$ cat src/rtl/voice_alloc.sv
// -----------------------------------------------------------------------------
// voice_alloc
//   Polyphonic voice allocator sitting between the MIDI decoder and the
//   oscillator stack. Each note-on is mapped to one of NUM_VOICES oscillator
//   slots; note-off releases the slot holding that note. An age rank per voice
//   (0 = newest assignment) identifies the oldest voice for stealing.
//
//   Optional feature macro: VOICE_STEAL_EN
//     defined   : note-on while all voices are gated steals the oldest voice
//     undefined : note-on while all voices are gated is dropped
//
// Ports
//   clk_i          in   system clock
//   nrst_i         in   synchronous active-low reset
//   note_i         in   note number, valid while a strobe is high
//   noteOnStrb_i   in   1-cycle note-on pulse
//   noteOffStrb_i  in   1-cycle note-off pulse
//   voiceNote_o    out  packed per-voice note, voice v at [v*NOTE_BITS +: NOTE_BITS]
//   voiceGate_o    out  per-voice gate (1 = sounding)
//   voiceTrig_o    out  per-voice 1-cycle pulse on (re)assignment
//   activeCount_o  out  number of gated voices
//   full_o         out  all voices gated
// -----------------------------------------------------------------------------
module voice_alloc #(
    parameter int NUM_VOICES = 4,
    parameter int NOTE_BITS  = 7
) (
    input  logic                            clk_i,
    input  logic                            nrst_i,
    input  logic [NOTE_BITS-1:0]            note_i,
    input  logic                            noteOnStrb_i,
    input  logic                            noteOffStrb_i,
    output logic [NUM_VOICES*NOTE_BITS-1:0] voiceNote_o,
    output logic [NUM_VOICES-1:0]           voiceGate_o,
    output logic [NUM_VOICES-1:0]           voiceTrig_o,
    output logic [$clog2(NUM_VOICES+1)-1:0] activeCount_o,
    output logic                            full_o
);

    localparam int IDX_W = $clog2(NUM_VOICES);
    localparam int CNT_W = $clog2(NUM_VOICES + 1);

    typedef logic [NOTE_BITS-1:0] note_t;
    typedef logic [IDX_W-1:0]     idx_t;

    note_t                  note_q [NUM_VOICES];
    note_t                  note_d [NUM_VOICES];
    idx_t                   rank_q [NUM_VOICES];
    idx_t                   rank_d [NUM_VOICES];
    logic [NUM_VOICES-1:0]  gate_q, gate_d;
    logic [NUM_VOICES-1:0]  trig_q, trig_d;
    logic [CNT_W-1:0]       count_q, count_d;
    logic                   full_q, full_d;

    // Voice lookups on the current state.
    logic hit_found, free_found;
    idx_t hit_idx, free_idx, oldest_idx;

    always_comb begin
        hit_found  = 1'b0;
        free_found = 1'b0;
        hit_idx    = '0;
        free_idx   = '0;
        oldest_idx = '0;
        // Scan high to low so the lowest-index free voice wins.
        for (int v = NUM_VOICES - 1; v >= 0; v--) begin
            if (gate_q[v] && note_q[v] == note_i) begin
                hit_found = 1'b1;
                hit_idx   = idx_t'(v);
            end
            if (!gate_q[v]) begin
                free_found = 1'b1;
                free_idx   = idx_t'(v);
            end
            if (rank_q[v] == idx_t'(NUM_VOICES - 1)) begin
                oldest_idx = idx_t'(v);
            end
        end
    end

    // Next-state computation.
    logic assign_en;
    idx_t assign_idx;

    always_comb begin
        // NOTE: every comb output gets a default first, so no path leaves a
        // variable unassigned and no latch is inferred.
        note_d     = note_q;
        rank_d     = rank_q;
        gate_d     = gate_q;
        trig_d     = '0;
        assign_en  = 1'b0;
        assign_idx = '0;

        if (noteOnStrb_i) begin
            if (hit_found) begin
                // Retrigger of an already sounding note: rank and trig only.
                assign_en  = 1'b1;
                assign_idx = hit_idx;
            end else if (free_found) begin
                assign_en  = 1'b1;
                assign_idx = free_idx;
                note_d[free_idx] = note_i;
                gate_d[free_idx] = 1'b1;
            end else begin
`ifdef VOICE_STEAL_EN
                // Full: reuse the oldest voice; gate stays high.
                assign_en  = 1'b1;
                assign_idx = oldest_idx;
                note_d[oldest_idx] = note_i;
`endif
            end
        end else if (noteOffStrb_i && hit_found) begin
            // Note stays on the output for the release tail.
            gate_d[hit_idx] = 1'b0;
        end

        if (assign_en) begin
            trig_d[assign_idx] = 1'b1;
            // Voices newer than the assigned one age by one; it becomes newest.
            for (int v = 0; v < NUM_VOICES; v++) begin
                if (rank_q[v] < rank_q[assign_idx]) begin
                    rank_d[v] = rank_q[v] + idx_t'(1);
                end
            end
            rank_d[assign_idx] = '0;
        end

        count_d = '0;
        for (int v = 0; v < NUM_VOICES; v++) begin
            count_d = count_d + CNT_W'(gate_d[v]);
        end
        full_d = &gate_d;
    end

    // NOTE: sequential state uses non-blocking assignments only, so every
    // register samples the pre-edge value of every other register.
    always_ff @(posedge clk_i) begin
        if (!nrst_i) begin
            // NOTE: the per-voice note and rank arrays are reset explicitly;
            // the outputs and the rank permutation must be defined after reset.
            for (int v = 0; v < NUM_VOICES; v++) begin
                note_q[v] <= '0;
                rank_q[v] <= idx_t'(NUM_VOICES - 1 - v);
            end
            gate_q  <= '0;
            trig_q  <= '0;
            count_q <= '0;
            full_q  <= 1'b0;
        end else begin
            for (int v = 0; v < NUM_VOICES; v++) begin
                note_q[v] <= note_d[v];
                rank_q[v] <= rank_d[v];
            end
            gate_q  <= gate_d;
            trig_q  <= trig_d;
            count_q <= count_d;
            full_q  <= full_d;
        end
    end

    for (genvar g = 0; g < NUM_VOICES; g++) begin : g_note_out
        assign voiceNote_o[g*NOTE_BITS +: NOTE_BITS] = note_q[g];
    end

    assign voiceGate_o   = gate_q;
    assign voiceTrig_o   = trig_q;
    assign activeCount_o = count_q;
    assign full_o        = full_q;

endmodule

$ cat config.mk
export PLATFORM = sky130hd
export DESIGN_NAME = voice_alloc
export DESIGN_NICKNAME = d
export VERILOG_FILES = /design/src/rtl/voice_alloc.sv
export SDC_FILE = /design/constraint.sdc
export NUM_CORES = 1
export LEC_CHECK = 0
export ABC_AREA = 1
export CAP_MARGIN = 20
export CORE_MARGIN = 5
export CORE_UTILIZATION = 50
export CTS_CLUSTER_DIAMETER = 200
export DETAILED_ROUTE_END_ITERATION = 8
export PLACE_DENSITY = 0.79
export SLEW_MARGIN = 15
export SYNTH_ARGS = -nofsm -noshare
export SYNTH_HDL_FRONTEND = slang
export SYNTH_SLANG_ARGS = --single-unit
$ cat constraint.sdc
create_clock -name clk_i -period 3.8 [get_ports clk_i]
set_clock_uncertainty 0.05 [all_clocks]
set_input_delay 0.76 -clock clk_i [delete_from_list [all_inputs] [get_ports clk_i]]
set_output_delay 0.76 -clock clk_i [all_outputs]
set_load 0.02 [all_outputs]
==> impl_results.md, run 1 <==
* Outcome: completed
* Gr usage total at 22.50%
* Hold path cells at 2
* Max Cap Violations at 0
* H-tree levels at 2
* Post-layout util at 65.21%
* Clk buf depth at 2
* Post-synthesis instance area at 2375 um2
* Initial antenna violation count at 0
* Reg2reg end: activeCount_o[1]$_SDFF_PN0_
* Ratio of cells with drive above 1 in the final layout at 12.22%
* Unique masters post-synth at 27
* Critical Path AT at 3600 ps
* DR pass1 iterations at 4
* Initial Util at 50.95%
* Primary FF master, synth: dfxtp_1
* Final std cells w/o fill at 496
* First-pass GRT wire length at 11,050 um
* CTS tree: yes
* Drt via density at 4.911
* Hold EP: voiceNote_o[11]$_SDFFE_PN0P_
* Clock Root Buffer: clkbuf_8
* Startpoint types: input port
* FILL cells at 426
* Pleak at 1.370 nW
* Mean cell area of the mapped netlist at 6.184 um2
* Dpl cells at 491
* Fin crit share at 90.75%
* Number of synthesized register bits at 40
* Chip width at 78.92 um
* Yosys warns at 0
* Max_slew headroom at 70.56%
* Height of the die at 78.92 um
* Worst path required time at 3950 ps
* Worst Setup End Kind: register
* Yosys top cell area share at 33.72%
* Row count at 25
* Fmax at 290.0 MHz
* Yosys top cell by area: dfxtp_1
* Worst reg-to-reg setup slack at 1140 ps
* Worst hold path type: reg2reg
* HPWL after DPL at 4860 um
* Worst slew pin tran at 440.8 ps
* Total gr overflow at 0
* Most frequent cells in the layout: nand2_1, nor2_1, clkdlybuf4s50_1
* # IOs at 51
* TritonCTS buffer count at 5
* Core area at 4661 um2
* Setup CP Type: in2reg
* Max-slew violation count at 0
* Largest net degree at the start of global routing at 28
* # diodes at 0
* Synth area leaders: dfxtp_1, nand2_1, nor2_1
* Port-buffer cells at 50
* Hold_buf cts at 0
* Final hold slack at 466.8 ps
* Reg2Reg Depth at 16
* Final setup fails at 0
* Final Hold Fails at 0
* Final WL at 6402 um
* Async set-reset flop share out of synthesis at 0%
* Cell count after synthesis at 384
* Post-synth EDFFs at 0
* Worst-Skew Late Latency at 290 ps
* Register area share after synthesis at 33.72%
* CP Max Fanout at 9
* Place WS at -59.25 ps
* Synth Net Count at 399
* RSZ-0062 raised after global routing: no
* RePlAce Congestion at 0.9153
* DR DRC count at 0
* Antenna Nets Post-Route at 0
* Starting DRT DRC Count at 150
* Die area at 6228 um2
* Wire per inst at 12.91 um
* Vias post-DR at 2,436
* Commonest non-fill, non-tap cell in the layout: nand2_1
* Tmin final at 3449 ps
* PD cells at 299.1 nW/um2
* HP Start: voiceNote_o[11]$_SDFFE_PN0P_
* Reg clk slew, reported paths at 70 ps
* P&R area growth vs syn at 27.98%
* Worst setup margin at 351.5 ps
* Maximum vdd drop at 0.0001657 V
* Vias in the first global route at 2,412
* Clk sinks at 40
* Net count, final at 459
* R2r startpoint: voiceNote_o[27]$_SDFFE_PN0P_
-- critical path: stages --
cell	delay, ps
clkdlybuf4s50_1	670
inv_2	100
nor2_1	110
nor2_1	50
nand2_1	70
nor2_2	40
buf_4	130
a21oi_4	160
nand2_4	80
o21ai_0	220
nand2_1	110
inv_1	110
fa_1	410
ha_1	220
ha_1	270
nand2_1	70
inv_1	30
-- state kept, by name, indices dropped and copies added (netlist names) --
register / cells
voiceGate_o: 4
voiceTrig_o: 4
activeCount_o: 3
full_o: 1
voiceNote_o: 28
-- where the power goes --
group / switching, mW / total (mW) / internal, mW
Combinational: 0.115 / 0.196 / 0.0805
Clock: 0.141 / 0.260 / 0.118
Sequential: 0.0172 / 0.453 / 0.436
Total: 0.274 / 0.909 / 0.635
-- metrics by stage --
step	cell area, um2	TNS [ps]	power, mW
floorplan	2375	0	0.5832
global route	3039	0	0.9606
detailed placement	2968	-59.25	0.6570
CTS	3037	0	0.9134
global placement	2968	-18.08	0.6550
finish	3039	0	0.9090
-- Yosys cell counts (2+ instances only) --
master / instances
nand2_1: 129
nor2_1: 71
inv_1: 46
dfxtp_1: 40
o21ai_0: 23
inv_2: 11
a21oi_1: 9
nand3_1: 8
nor2_2: 6
nor2_4: 6
nand2_2: 4
buf_4: 3
buf_6: 3
clkbuf_1: 3
clkinv_2: 3
ha_1: 3
nor3_1: 3
nand2_4: 2
nand4_1: 2
nand4_4: 2
-- worst max-delay path by stage --
stage	slack (ps)	end	start	cells after the start
after global placement	-20	activeCount_o[1]$_SDFF_PN0_	note_i[4]	17
after floorplan	810	activeCount_o[1]$_SDFF_PN0_	note_i[2]	16
final	350	activeCount_o[1]$_SDFF_PN0_	note_i[0]	17
after global routing	70	activeCount_o[1]$_SDFF_PN0_	note_i[0]	17
after CTS	250	activeCount_o[1]$_SDFF_PN0_	note_i[4]	17
after detailed placement	-60	activeCount_o[1]$_SDFF_PN0_	note_i[4]	17
-- final cells by class --
| cell class | count | area (um2) | area share [%] |
|---|---|---|---|
| Multi-Input combinational cell | 273 | 1269 | 41.75 |
| Timing Repair Buffer | 63 | 600.6 | 19.76 |
| Inverter | 61 | 232.7 | 7.657 |
| Clock buffer | 5 | 68.82 | 2.264 |
| Tap cell | 54 | 67.56 | 2.223 |
| Sequential cell | 40 | 800.8 | 26.35 |
-- repair_timing --
item | 4_1_cts | 5_1_grt
resized for setup | 0 | 1
setup buffers | 0 | 0
endpoints found under the setup margin | 0 | 1
-- cell families after synthesis --
family                   synth area share, %
adder cells (fa/ha/maj)                2.424
AND/OR/NAND/NOR                        42.68
AO/OA/AOI/OAI                          8.325
flip-flops                             33.72
buffers and inverters                  12.86
-- routing by layer --
layer | vias up | global-route usage (%) | wire, um
met1 | 1061 | 28.27 | 2856
met5 | - | 0 | 0
met3 | 21 | 5.329 | 450
li1 | 1271 | - | -
met4 | 0 | 11.86 | 192
met2 | 83 | 35.74 | 2904
No activity file was read; power rests on OpenSTA's default activity.
==> inputs of run 2 (changes only) <==
--- a/config.mk
+++ b/config.mk
@@ -12,6 +12,7 @@
 export CTS_CLUSTER_DIAMETER = 200
 export DETAILED_ROUTE_END_ITERATION = 8
 export PLACE_DENSITY = 0.79
+export SKIP_CTS_REPAIR_TIMING = 1
 export SLEW_MARGIN = 15
 export SYNTH_ARGS = -nofsm -noshare
 export SYNTH_HDL_FRONTEND = slang
==> results of run 2 <==
Final layout, timing and power as in run 1 (identical DEF).
==> inputs of run 3 (changes only) <==
--- a/config.mk
+++ b/config.mk
@@ -11,6 +11,7 @@
 export CORE_UTILIZATION = 50
 export CTS_CLUSTER_DIAMETER = 200
 export DETAILED_ROUTE_END_ITERATION = 8
+export GPL_TIMING_DRIVEN = 0
 export PLACE_DENSITY = 0.79
 export SKIP_CTS_REPAIR_TIMING = 1
 export SLEW_MARGIN = 15
==> impl_results.md, run 3 (synthesis gave the netlist of run 1 again) <==
* DR DRC count at 0
* Startpoint types: input port
* Clk buf depth at 2
* Initial antenna violation count at 0
* Commonest non-fill, non-tap cell in the layout: nand2_1
* Max Cap Violations at 0
* Clk sinks at 40
* Post-route setup TNS at 0 ps
* Wire per inst at 12.77 um
* Chip width at 78.92 um
* Tmin final at 3509 ps
* Maximum vdd drop at 0.0002293 V
* Worst path required time at 3950 ps
* H-tree levels at 2
* Starting DRT DRC Count at 186
* Logic pwr share at 18.8%
* Outcome: completed
* Pleak at 1.325 nW
* Worst slew pin tran at 480.8 ps
* HPWL after DPL at 4645 um
* Initial Util at 50.95%
* Cell Int Power at 704.0 uW
* NetSw at 286.3 uW
* RePlAce Congestion at 0.9579
* Total gr overflow at 0
* Max_slew headroom at 67.94%
* Setup CP Type: in2reg
* Vias post-DR at 2,368
* Final WL at 6232 um
* Worst setup margin at 291.2 ps
* Post-layout util at 63.73%
* Worst hold path type: reg2reg
* # IOs at 51
* Final setup fails at 0
* Height of the die at 78.92 um
* Ratio of cells with drive above 1 in the final layout at 11.52%
* Placed Area at 2863 um2
* RSZ-0062 raised after global routing: no
* Net count, final at 448
* Seq pwr share at 45.7%
* Dpl cells at 480
* # diodes at 0
* Fin crit share at 92.34%
* Antenna Nets Post-Route at 0
* Port-buffer cells at 42
* Drt via density at 4.852
* Final Hold Fails at 0
* Place WS at 28.03 ps
* Row count at 25
* DR pass1 iterations at 4
* Core area at 4661 um2
* TritonCTS buffer count at 5
* Worst-Skew Late Latency at 300 ps
* Total power draw at 990.3 uW
* Gr usage total at 21.45%
* Critical Path AT at 3660 ps
* Die area at 6228 um2
* PD cells at 333.4 nW/um2
* Worst reg-to-reg setup slack at 1060 ps
* Switching Share at 28.91%
* CTS tree: yes
* Vias in the first global route at 2,228
* Max-slew violation count at 0
* Final std cells w/o fill at 488
* Post-route cell area at 2970 um2
* Final hold slack at 456.1 ps
* P&R area growth vs syn at 25.08%
* Max FFs per register at 28
* Largest net degree at the start of global routing at 13
* Fmax at 285.0 MHz
* First-pass GRT wire length at 10,610 um
* Most frequent cells in the layout: nand2_1, nor2_1, inv_1
* Clock Root Buffer: clkbuf_8
* CP Max Fanout at 8
* Clock power share at 35.5%
* Reg clk slew, reported paths at 80 ps
* Worst Setup End Kind: register
-- run 3: cell types whose count changed in the layout (fill, tap and decap cells not counted) --
cell / previous run / this run
buf_2: 0 / 1
clkbuf_1: 0 / 4
buf_6: 0 / 3
clkinv_2: 3 / 4
buf_4: 13 / 3
clkdlybuf4s50_1: 49 / 42
dlymetal6s2s_1: 1 / 0
bufinv_16: 0 / 1
-- run 3: layout make-up --
class	instances	area, um2
multi-input combinational	273	1269
buffer	10	72.57
timing repair buffer	42	420.4
inverter	61	232.7
fill	433	1690
clock buffer	6	72.57
clock inverter	2	35.03
tap	54	67.56
sequential	40	800.8
-- run 3: routing by layer --
layer  up-vias  part of all wire, %  global-route usage (%)
met5         -                    0                       0
met4         0                 0.99                   7.560
met3         6                  5.4                   2.948
met2        59                   50                   36.50
met1      1058                   44                   27.77
li1       1245                    -                       -
-- run 3: worst paths after layout --
path / cells past startpoint / start / to
setup / recovery: 19 / note_i[1] / activeCount_o[1]$_SDFF_PN0_
hold / removal: 2 / voiceNote_o[2]$_SDFFE_PN0P_ / voiceNote_o[2]$_SDFFE_PN0P_
setup reg to reg: 14 / voiceGate_o[2]$_SDFF_PN0_ / activeCount_o[1]$_SDFF_PN0_
hold reg to reg: 2 / voiceNote_o[2]$_SDFFE_PN0P_ / voiceNote_o[2]$_SDFFE_PN0P_
-- run 3: power groups by stage --
stage	sequential, mW	combinational [mW]	clock (mW)
after detailed placement	0.462	0.185	0
after global placement	0.462	0.182	0
after floorplan	0.480	0.103	0
after global routing	0.456	0.208	0.371
after CTS	0.452	0.186	0.352
final	0.452	0.186	0.352
-- run 3: critical path, stage by stage --
cell and delay (ps):
clkdlybuf4s50_1 580, inv_2 210, nand2_1 100, nand2_1 80, nor2_1 40, nand2_1 90
nor2_4 50, inv_2 80, nand2_2 80, nor2_4 170, nand2_1 80, nand2_1 80
inv_1 60, nor2_1 170, fa_1 450, ha_1 220, ha_1 270, nand2_1 60
inv_1 40
